File: src/rtl/fc_argmax.sv
// ---------------------------------------------------------------------------
// fc_argmax
//
// Streaming arg-max over one frame of N_CLASS unsigned class scores coming
// from the fc2 layer.  Scores arrive one per accepted beat on a valid/ready
// stream.  Once the last score of a frame has been taken, the index of the
// largest score is presented on a valid/ready result port.  On a tie, the
// earliest index wins.
//
// Parameters
//   I_WIDTH  width of one class score (fc2 ReLU output width)
//   N_CLASS  number of scores per frame, 2..1024
//   C_WIDTH  width of a class index, $clog2(N_CLASS)
//
// Ports
//   clk      single clock, rising edge
//   rst      synchronous active-high reset
//   s_valid  upstream score valid
//   s_ready  block can accept a score (registered)
//   s_data   unsigned score
//   m_valid  result valid (registered)
//   m_ready  downstream accepts the result
//   m_class  index of the winning class
//   m_score  winning score, present only when FC_ARGMAX_SCORE_EN is defined
//
// Build option
//   FC_ARGMAX_SCORE_EN  adds the m_score output port.  The winning score is
//                       tracked internally either way, because the compare
//                       needs it.
// ---------------------------------------------------------------------------
module fc_argmax #(
  parameter  int I_WIDTH = 22,
  parameter  int N_CLASS = 10,
  localparam int C_WIDTH = $clog2(N_CLASS)
) (
  input  logic               clk,
  input  logic               rst,
  input  logic               s_valid,
  output logic               s_ready,
  input  logic [I_WIDTH-1:0] s_data,
  output logic               m_valid,
  input  logic               m_ready,
  output logic [C_WIDTH-1:0] m_class
`ifdef FC_ARGMAX_SCORE_EN
  ,
  output logic [I_WIDTH-1:0] m_score
`endif
);

  typedef enum logic {
    COLLECT = 1'b0,
    RESULT  = 1'b1
  } state_t;

  localparam logic [C_WIDTH-1:0] LAST_IDX = C_WIDTH'(N_CLASS - 1);

  state_t             r_state;
  logic [C_WIDTH-1:0] r_idx;
  logic [I_WIDTH-1:0] r_bestScore;
  logic [C_WIDTH-1:0] r_bestIdx;
  logic               r_sReady;
  logic               r_mValid;

  logic               w_accept;
  logic               w_takeBeat;

  // A beat is taken only while we advertise ready.  The first beat of a
  // frame always loads the best registers.  Later beats load them only on a
  // strictly greater score, so on a tie the earlier index is kept.
  assign w_accept   = s_valid && r_sReady;
  assign w_takeBeat = (r_idx == '0) || (s_data > r_bestScore);

  // Single FSM process.  s_ready and m_valid are registered copies of the
  // state, so neither depends combinationally on s_valid or m_ready.  In
  // COLLECT the index counter advances on every accepted beat and wraps to
  // zero on the last beat of the frame, which also moves the FSM to RESULT.
  // The result is held until the downstream handshake, and then the FSM
  // returns to COLLECT.  Because of this there is always at least one idle
  // cycle between frames.  Reset has priority over any handshake in the same
  // cycle, and it drops any partial frame or pending result.
  always_ff @(posedge clk) begin
    if (rst) begin
      r_state     <= COLLECT;
      r_idx       <= '0;
      r_bestScore <= '0;
      r_bestIdx   <= '0;
      r_sReady    <= 1'b1;
      r_mValid    <= 1'b0;
    end else if (r_state == COLLECT) begin
      if (w_accept) begin
        if (w_takeBeat) begin
          r_bestScore <= s_data;
          r_bestIdx   <= r_idx;
        end
        if (r_idx == LAST_IDX) begin
          r_idx    <= '0;
          r_state  <= RESULT;
          r_sReady <= 1'b0;
          r_mValid <= 1'b1;
        end else begin
          r_idx <= r_idx + C_WIDTH'(1);
        end
      end
    end else begin
      if (r_mValid && m_ready) begin
        r_state  <= COLLECT;
        r_sReady <= 1'b1;
        r_mValid <= 1'b0;
      end
    end
  end

  // The outputs come straight from registers.  The result fields stay
  // stable for the whole time RESULT is held, because the best registers
  // only change on accepted beats.
  assign s_ready = r_sReady;
  assign m_valid = r_mValid;
  assign m_class = r_bestIdx;
`ifdef FC_ARGMAX_SCORE_EN
  assign m_score = r_bestScore;
`endif

endmodule

File: config.mk
export PLATFORM = sky130hd
export DESIGN_NAME = fc_argmax
export DESIGN_NICKNAME = d
export VERILOG_FILES = /design/src/rtl/fc_argmax.sv
export SDC_FILE = /design/constraint.sdc
export NUM_CORES = 1
export LEC_CHECK = 0
export CORE_MARGIN = 3
export CORE_UTILIZATION = 35
export DETAILED_ROUTE_END_ITERATION = 8
export GPL_ROUTABILITY_DRIVEN = 0
export PLACE_DENSITY = 0.61
export SLEW_MARGIN = 40
export SYNTH_ARGS = -nofsm -noshare
export SYNTH_HDL_FRONTEND = slang
export SYNTH_SLANG_ARGS = --single-unit
File: constraint.sdc
create_clock -name clk -period 2.4 [get_ports clk]
set_input_delay 0.48 -clock clk [delete_from_list [all_inputs] [get_ports clk]]
set_output_delay 0.48 -clock clk [all_outputs]
set_load 0.005 [all_outputs]
==> impl_results.md, run 1 <==
* Post-Synth Simple-Gate Area at 25.2%
* Slew Viols, Final at 0
* Power per cell area at 530 mW/mm2
* Max Fanout on Critical Path at 7
* Clock sinks at 33
* Gr usage total at 12.5%
* Critical R2R Launch: r_bestScore[12]
* Ant. Diodes at 0
* R2R depth at 9
* CP Data Arrival Time at 2.51 ns
* Antenna viol nets, final at 0
* CP Class: in -> reg
* Detailed placer's ending HPWL at 3000 um
* Total global routing overflow at 0
* First-pass GRT wire length at 6570 um
* Largest family of logic cells by synthesized area: simple AND/OR/NAND/NOR gates
* Mux contribution to synthesized area at 12.2%
* DR iter-0 viols at 18
* Hold_ws at 0.474 ns
* Largest net degree at the start of global routing at 17
* Final hold viol count at 0
* Design area at 0.00287 mm2
* # hold bufs at CTS at 0
* Post-Place Cells at 336
* Worst skew pair latency at 0.29 ns
* Vias per Instance at 4.75
* Main synth FF type: dfxtp_1
* I/O Buffers at 31
* Worst hold path type: reg -> reg
* Crit path launch: s_data[14]
* Final core utilization at 51.2%
* Adder-cell area share of the yosys netlist at 13.4%
* Min Tclk post-route at 2.29 ns
* Hold Crit Start: r_bestScore[19]
* Initial core utilization at 36.6%
* Clk_skew at 0.00504 ns
* First-pass iteration count of the detailed router at 4
* Clock transition at the registers of the reported paths at 0.07 ns
* Vias in the first global route at 1511
* Mapped Cells at 229
* I/O Pins at 32
* Status: complete, no violations
* Max Cap Violations at 0
* Worst R2R End: r_bestScore[18]
* Die Ht at 82.6 um
* Synth Area in Compound Gates at 8.47%
* CTS H-tree lvls at 2
* Residual DRC count at 0
* Post-DR wirelength/cell at 12.5 um
* Fin crit share at 95.4%
* Req. time, crit path at 2.62 ns
* Asr flop ratio synth at 0%
* Reg-to-reg setup timing slack at 0.14 ns
* Setup crit end kind: flop
* P_leak at 1.23 nW
* Setup crit start kind: input pin
* Worst-Margin Slew at 0.444 ns
* Syn Std Cell Area at 0.00205 mm2
* # nets final at 322
* Worst hold path endpoint: r_bestScore[19]
* Row Count at 27
* #FFs+latches synth at 33
* Root buf cell: clkbuf_8
* Register area share after synthesis at 32.2%
* Number of flops mapped to enable cells by yosys at 0
* Worst slew margin at 70.3%
* Initial antenna violation count at 0
* Fmax at 437 MHz
* Final setup violation count at 0
* Post-Syn Nets at 277
* Share of layout cells above drive strength 1 at 15.6%
* CTS tree: built
* Fin cells at 347
* Total number of vias at 1649
* Worst VDD drop at 247 uV
* Inserted Clock Buffers at 5
* Core box area at 0.00561 mm2
* Hold Path Cell Cnt at 2
* Distinct cells, synth at 35
* Die area at 0.00683 mm2
* Yosys warns at 0
* DP Area at 0.00251 mm2
* Drt total wl at 4350 um
* Mean Syn Cell Area at 8.97 um2
* Setup TNS at 0 ns
* Area Growth Syn to Fin at 39.9%
* Xor/xnor cell area share of the yosys netlist at 0.853%
* Die X at 82.6 um
* Deepest clock path buffer count at 2
## placed cells by master, fill, tap and decap left out, drive strengths merged, types with 3 or more instances in the layout
master,Yosys,routed
inv,22,22
dlymetal6s2s,0,14
o21ai,6,6
a21oi,14,14
mux2i,25,25
nor3,3,3
nand2b,51,51
clkbuf,7,9
ha,22,22
dfxtp,33,33
nor2,6,6
nand2,13,13
nor2b,3,3
clkdlybuf4s50,0,17
buf,3,15
## metrics by stage
step,total power [mW],worst slack [ns]
after floorplan,0.814,0.166
after global placement,0.920,-0.298
after detailed placement,0.924,-0.354
after global routing,1.62,-0.00250
after CTS,1.48,0.000530
final,1.52,0.110
## cell type report
cell class	instances	area [um2]
fillers	531	2730
multi-input cells	164	1390
flip-flops and latches	33	661
repair buffers	48	533
well taps	72	90.1
clock buffers	7	86.3
inverters	22	82.6
clock inverters	1	30.0
## kinds of logic after synthesis
group	count (synthesis)
flops	33
fa+ha+maj	22
xor+xnor	2
buf+inv	32
mux	25
compound gates	29
simple gates	86
## critical path: stages
cell and delay, ns:
clkdlybuf4s50_1 0.43, ha_1 0.30, nand2_2 0.07, nor4_4 0.24, nand2_2 0.10, o211ai_1 0.22
o21a_2 0.29, clkbuf_16 0.21, mux2i_1 0.17
## where the power goes
part	switching [mW]	total [mW]	internal, mW	leakage, nW
sequential	0.0210	0.603	0.582	0.270
clock	0.210	0.548	0.339	0.0585
combinational	0.164	0.373	0.208	0.902
## registers in the layout, summed over array words and instances (netlist names)
signal       flops
r_state          1
m_valid          1
r_idx            4
s_ready          1
m_class          4
r_bestScore     22
## routing by layer
metal	up-vias	track usage, %	routed length, um
met5	-	0	0
met4	0	3.92	61
met3	5	3.36	146
met2	22	20.4	2070
met1	766	16.1	2070
li1	856	-	-
## synthesized netlist by cell type, drive strengths merged (2+ instances only)
library cell	n	area share [%]
nand3	2	0.49
buf	3	2.5
nand2b	51	16
a21oi	14	3.4
mux2i	25	12
nor4	2	1.3
nor2b	3	0.91
nor3	3	0.73
clkbuf	7	1.3
inv	22	4.0
o21ai	6	1.5
nand4	2	0.91
o211ai	2	0.73
nand2	13	2.5
ha	22	13
nor2	6	1.1
dfxtp	33	32
## how the worst max path moves through the flow
stage | endpoint | depth (start not counted)
3_3_place_gp | m_class[1] | 9
4_1_cts | m_class[1] | 9
2_1_floorplan | r_bestScore[10] | 9
6_report | r_bestScore[18] | 9
5_1_grt | m_class[1] | 9
3_5_place_dp | m_class[1] | 9
## timing repair
item | CTS | global route
gates resized for setup | 1 | 30
gates cloned | 0 | 2
pin swaps | 0 | 19
endpoints found under the setup margin | 25 | 26
buffers inserted | 0 | 1
Note: power is estimated with default switching activity, not from simulation.
==> inputs of run 2 (changes only) <==
- SLEW_MARGIN: 40 -> not set
==> results of run 2 <==
Same layout as run 1: the final DEF is identical, and so are final timing and power.
==> RTL change 1: new RTL, settings of run 2 <==
Set the parameter `N_CLASS` to 5 (it was 10).
--- a/src/rtl/fc_argmax.sv
+++ b/src/rtl/fc_argmax.sv
@@ -30,7 +30,7 @@
 // ---------------------------------------------------------------------------
 module fc_argmax #(
   parameter  int I_WIDTH = 22,
-  parameter  int N_CLASS = 10,
+  parameter  int N_CLASS = 5,
   localparam int C_WIDTH = $clog2(N_CLASS)
 ) (
   input  logic               clk,
Ports: changed (resized m_class); port bits go from 32 to 31. No check against the original RTL was run, so the function may have changed too.
==> RTL change 1 against run 2 <==
- sequential share of layout area increased by 0.68 points
- routed wire length increased by 9.4%
- utilization decreased by 1.4 points
- area after synthesis decreased by 3.8%
- design area decreased by 8.6%
- sequential cell count decreased by 2
- power decreased by 8.1%
- setup slack improved by 11 ps
- critical endpoint is now r_bestScore[15]
- largest cell class unchanged
==> RTL change 1: results (changes against run 2) <==
INFO  status         status=complete, no violations
INFO  placement      io_buffers=30 [-3.2%]
INFO  synthesis      fraction_of_the_yosys_area_taken_by_sequential_cells=0.314 [-0.00764]
INFO  cells_and_area post_route_cells_drive_above_1_share=0.299 [+0.142]
INFO  cells_and_area fillers=511 [-3.8%]
INFO  setup_path     path_delay_family=simple AND/OR/NAND/NOR gates
INFO  clocking       insertion_delay=280ps
INFO  routing        routed_via_density=5.36 [+13%]
INFO  power_and_ir_drop max-vdd-ir-drop=0.000264V [+7.0%]
INFO  global_routing groute.usage.overall=0.152 [+0.0267]
INFO  clocking       cts-htree-levels=2 [unchanged]
INFO  synthesis      ys_top_cells_by_count=sky130_fd_sc_hd__dfxtp_1 (31), sky130_fd_sc_hd__inv_1 (25), sky130_fd_sc_hd__ha_1 (24), sky130_fd_sc_hd__o2111ai_1 (21)
INFO  timing         final.setup_skew=9.43ps [+4.39 ps]
INFO  setup_path     critPathMaxStageDelay=580ps [+150 ps]
INFO  power_and_ir_drop power.share.switching=0.312 [+0.0525]
INFO  hold_path      worst_hold_path_type=flip-flop to flip-flop
INFO  clocking       clk_path_buf_depth=2 [unchanged]
INFO  synthesis      synth_top_cells_by_area=sky130_fd_sc_hd__dfxtp_1 (31%), sky130_fd_sc_hd__ha_1 (15%), sky130_fd_sc_hd__o31ai_2 (13%)
INFO  global_routing maximum_number_of_pins_on_one_net_before_global_route_repair=30 [+13]
INFO  clocking       clk_pin_slew=70ps [about the same]
INFO  placement      dp.cells=311 [-7.4%]
INFO  global_routing grt_pass1_vias=1710 [+13%]
INFO  setup_path     critical_path.max_fanout=12 [+5]
INFO  placement      postPlaceCellArea=0.00239mm2 [-4.7%]
INFO  routing        wl_per_cell=14.8um [+18%]
INFO  clocking       cts_resized=18 [+17]
INFO  routing        detail_route.iter0.violations=94 [+76]
INFO  clocking       post-cts-setup-buffers=2 [+2]
INFO  cells_and_area regMostFlops=r_bestScore
INFO  clocking       clk_root_buffer_cell=sky130_fd_sc_hd__clkbuf_8
INFO  placement      place.detailed.hpwl=3200um [+6.8%]
INFO  synthesis      synth_nets=263 [-5.1%]
INFO  synthesis      count_of_mapped_cells_out_of_synthesis=213 [-7.0%]
INFO  power_and_ir_drop power.leakage=1.01nW [-18%]
INFO  cells_and_area final_cells=321 [-7.5%]
INFO  placement      placement.setup.worst_slack=-515ps [-161 ps]
INFO  setup_path     crit_path_top_delay_cell=sky130_fd_sc_hd__or4_4
INFO  timing         timing.max_slew.rel_slack=0.637 [-0.0664]
INFO  synthesis      synth-warning-count=0 [unchanged]
INFO  global_routing global_route_wire_length_before_repair=7860um [+20%]
INFO  synthesis      synth_top_flop_cell=sky130_fd_sc_hd__dfxtp_1
INFO  cells_and_area nets=301 [-6.5%]
-- RTL change 1: through the flow --
step	utilization	hold WS [ps]
floorplan	-	438
CTS	0.477	470
finish	0.499	464
global route	0.499	488
detailed placement	0.453	458
global placement	0.453	453
-- RTL change 1: power groups by stage --
stage,combinational (W),clock [W],sequential [W]
after global placement,0.000378,0,0.000576
after global routing,0.000468,0.000441,0.000570
final,0.000418,0.000416,0.000567
after CTS,0.000391,0.000428,0.000565
after detailed placement,0.000380,0,0.000577
after floorplan,0.000250,0,0.000574
-- RTL change 1: routing by layer --
layer,GRT usage,wire [um],up-vias
li1,-,-,866
met1,0.204,2320,818
met2,0.242,2220,35
met3,0.0355,198,2
met4,0.0439,20,0
met5,0,0,-
-- RTL change 1: layout make-up --
type                            count  share of cell area
Multi-Input combinational cell    139               0.502
Clock inverter                      1             0.00190
Inverter                           26              0.0371
Sequential cell                    31               0.237
Timing Repair Buffer               48               0.158
Clock buffer                        6              0.0314
Tap cell                           70              0.0333
-- RTL change 1: logic make-up after synthesis --
logic type               Yosys count  share of synthesized area
AO/OA/AOI/OAI                     69                      0.316
buffers and inverters             43                     0.0943
AND/OR/NAND/NOR                   42                      0.104
flip-flops                        31                      0.314
adder cells (fa/ha/maj)           24                      0.152
multiplexers                       3                     0.0152
XOR/XNOR                           1                    0.00443
-- RTL change 1: worst paths after layout --
| path | start | endpoint | slack, ps | cells past startpoint |
|---|---|---|---|---|
| worst max register to register | r_bestScore[16] | r_bestScore[15] | 120 | 8 |
| worst min-delay path | m_class[0] | m_class[0] | 460 | 2 |
| worst max-delay path | r_bestScore[16] | r_bestScore[15] | 120 | 8 |
| worst min register to register | m_class[0] | m_class[0] | 460 | 2 |
==> RTL change 2: new RTL, config.mk and constraints of run 2 <==
Without the edit above. Compare `r_idx` against `LAST_IDX` with >= in place of ==.
--- a/src/rtl/fc_argmax.sv
+++ b/src/rtl/fc_argmax.sv
@@ -92,7 +92,7 @@
           r_bestScore <= s_data;
           r_bestIdx   <= r_idx;
         end
-        if (r_idx == LAST_IDX) begin
+        if (r_idx >= LAST_IDX) begin
           r_idx    <= '0;
           r_state  <= RESULT;
           r_sReady <= 1'b0;
Formal check against the unedited RTL: same outputs for any inputs over 4 cycles, from zero or initial values and one cycle with rst high; that may be too few to reach the edited logic, so the function may still have changed.
==> RTL change 2 against run 2 <==
- final cell count fell by 13%
- register-to-register slack got worse by 30 ps
- routed wire length fell by 13%
- sequential share of layout area rose by 3.0 points
- setup slack got worse by 39 ps
- sequential cell count did not move
- design area fell by 11%
- power fell by 12%
- synthesized cell count fell by 22%
- area after synthesis fell by 15%
- non-clock buffer count rose by 5
==> RTL change 2: results (changes against run 2) <==
INFO  power_and_ir_drop max-vdd-ir-drop=0.000316V [+28%]
INFO  placement      place.detailed.hpwl=2660um [-11%]
INFO  global_routing m1_gr_usage=0.180 [+0.0182]
INFO  placement      placement.setup.worst_slack=-434ps [-80.1 ps]
INFO  cells_and_area multi_input_area_share=0.436 [-0.0484]
INFO  routing        num_vias=1435 [-13%]
INFO  global_routing grt_pass1_vias=1462 [-3.2%]
INFO  global_routing global_route_wire_length_before_repair=6600um [+0.43%]
INFO  synthesis      synth_nets=230 [-17%]
INFO  hold_path      timing.hold.worst.start=s_data[11]
INFO  timing         final.setup_skew=8.52ps [+3.48 ps]
INFO  cells_and_area non_clock_buffer_area_share=0.201 [+0.0155]
INFO  status         status=complete, no violations
INFO  cells_and_area layout.comb_gates.multi_input=113 [-31%]
INFO  clocking       cts_resized=30 [+29]
INFO  cells_and_area post_route_cells_drive_above_1_share=0.261 [+0.104]
INFO  routing        wl=3790um [-13%]
INFO  setup_path     reg2reg_slack=110ps [-30 ps]
INFO  power_and_ir_drop power.leakage=1.09nW [-11%]
INFO  synthesis      distinct_cell_type_count_after_synthesis=33 [-5.7%]
INFO  cells_and_area clk_buffers=8 [+1]
INFO  cells_and_area seq_area=664um2 [+0.57%]
INFO  power_and_ir_drop power_report.internal_total=0.000976W [-14%]
INFO  timing         worst_slew_pin_slew=309ps [-135 ps]
INFO  power_and_ir_drop combinationalPower=0.000340W [-8.8%]
INFO  timing         final_critical_path_setup_slack=71.5ps [-38.6 ps]
INFO  setup_path     rr_startpoint=r_bestScore[13]
INFO  global_routing grt_util_met2=0.220 [+0.0169]
INFO  placement      postPlaceCellArea=0.00226mm2 [-9.7%]
INFO  setup_path     critical_path.max_fanout=8 [+1]
INFO  setup_path     critical_path.endpoint=r_bestScore[12]
INFO  synthesis      count_of_mapped_cells_out_of_synthesis=178 [-22%]
INFO  routing        drt-met1-wl=1850um [-11%]
INFO  cells_and_area final_cells=301 [-13%]
INFO  synthesis      fraction_of_the_yosys_area_taken_by_sequential_cells=0.377 [+0.0559]
RTL change 2: cell types whose count changed after synthesis, moves of 3 or more:
cell,before,now
sky130_fd_sc_hd__nor2b_1,3,0
sky130_fd_sc_hd__inv_1,22,27
sky130_fd_sc_hd__nand2b_1,51,1
sky130_fd_sc_hd__clkbuf_1,7,0
sky130_fd_sc_hd__ha_1,22,26
sky130_fd_sc_hd__a22o_1,0,20
sky130_fd_sc_hd__a22o_2,0,6
sky130_fd_sc_hd__mux2i_1,25,0
RTL change 2: kinds of logic (layout without fill, tap and decap cells):
family	after synthesis	in the layout	synth area share
buf+inv	32	88	0.0944
fa+ha+maj	26	26	0.186
compound gates	51	51	0.227
simple gates	33	33	0.100
flops	33	33	0.377
xor+xnor	3	3	0.0150
RTL change 2: worst max-delay path, delay by kind of cell:
kind,cells,cell delay (ps)
buffers and inverters,2,590
adder cells (fa/ha/maj),1,300
AND/OR/NAND/NOR,4,640
AO/OA/AOI/OAI,2,500
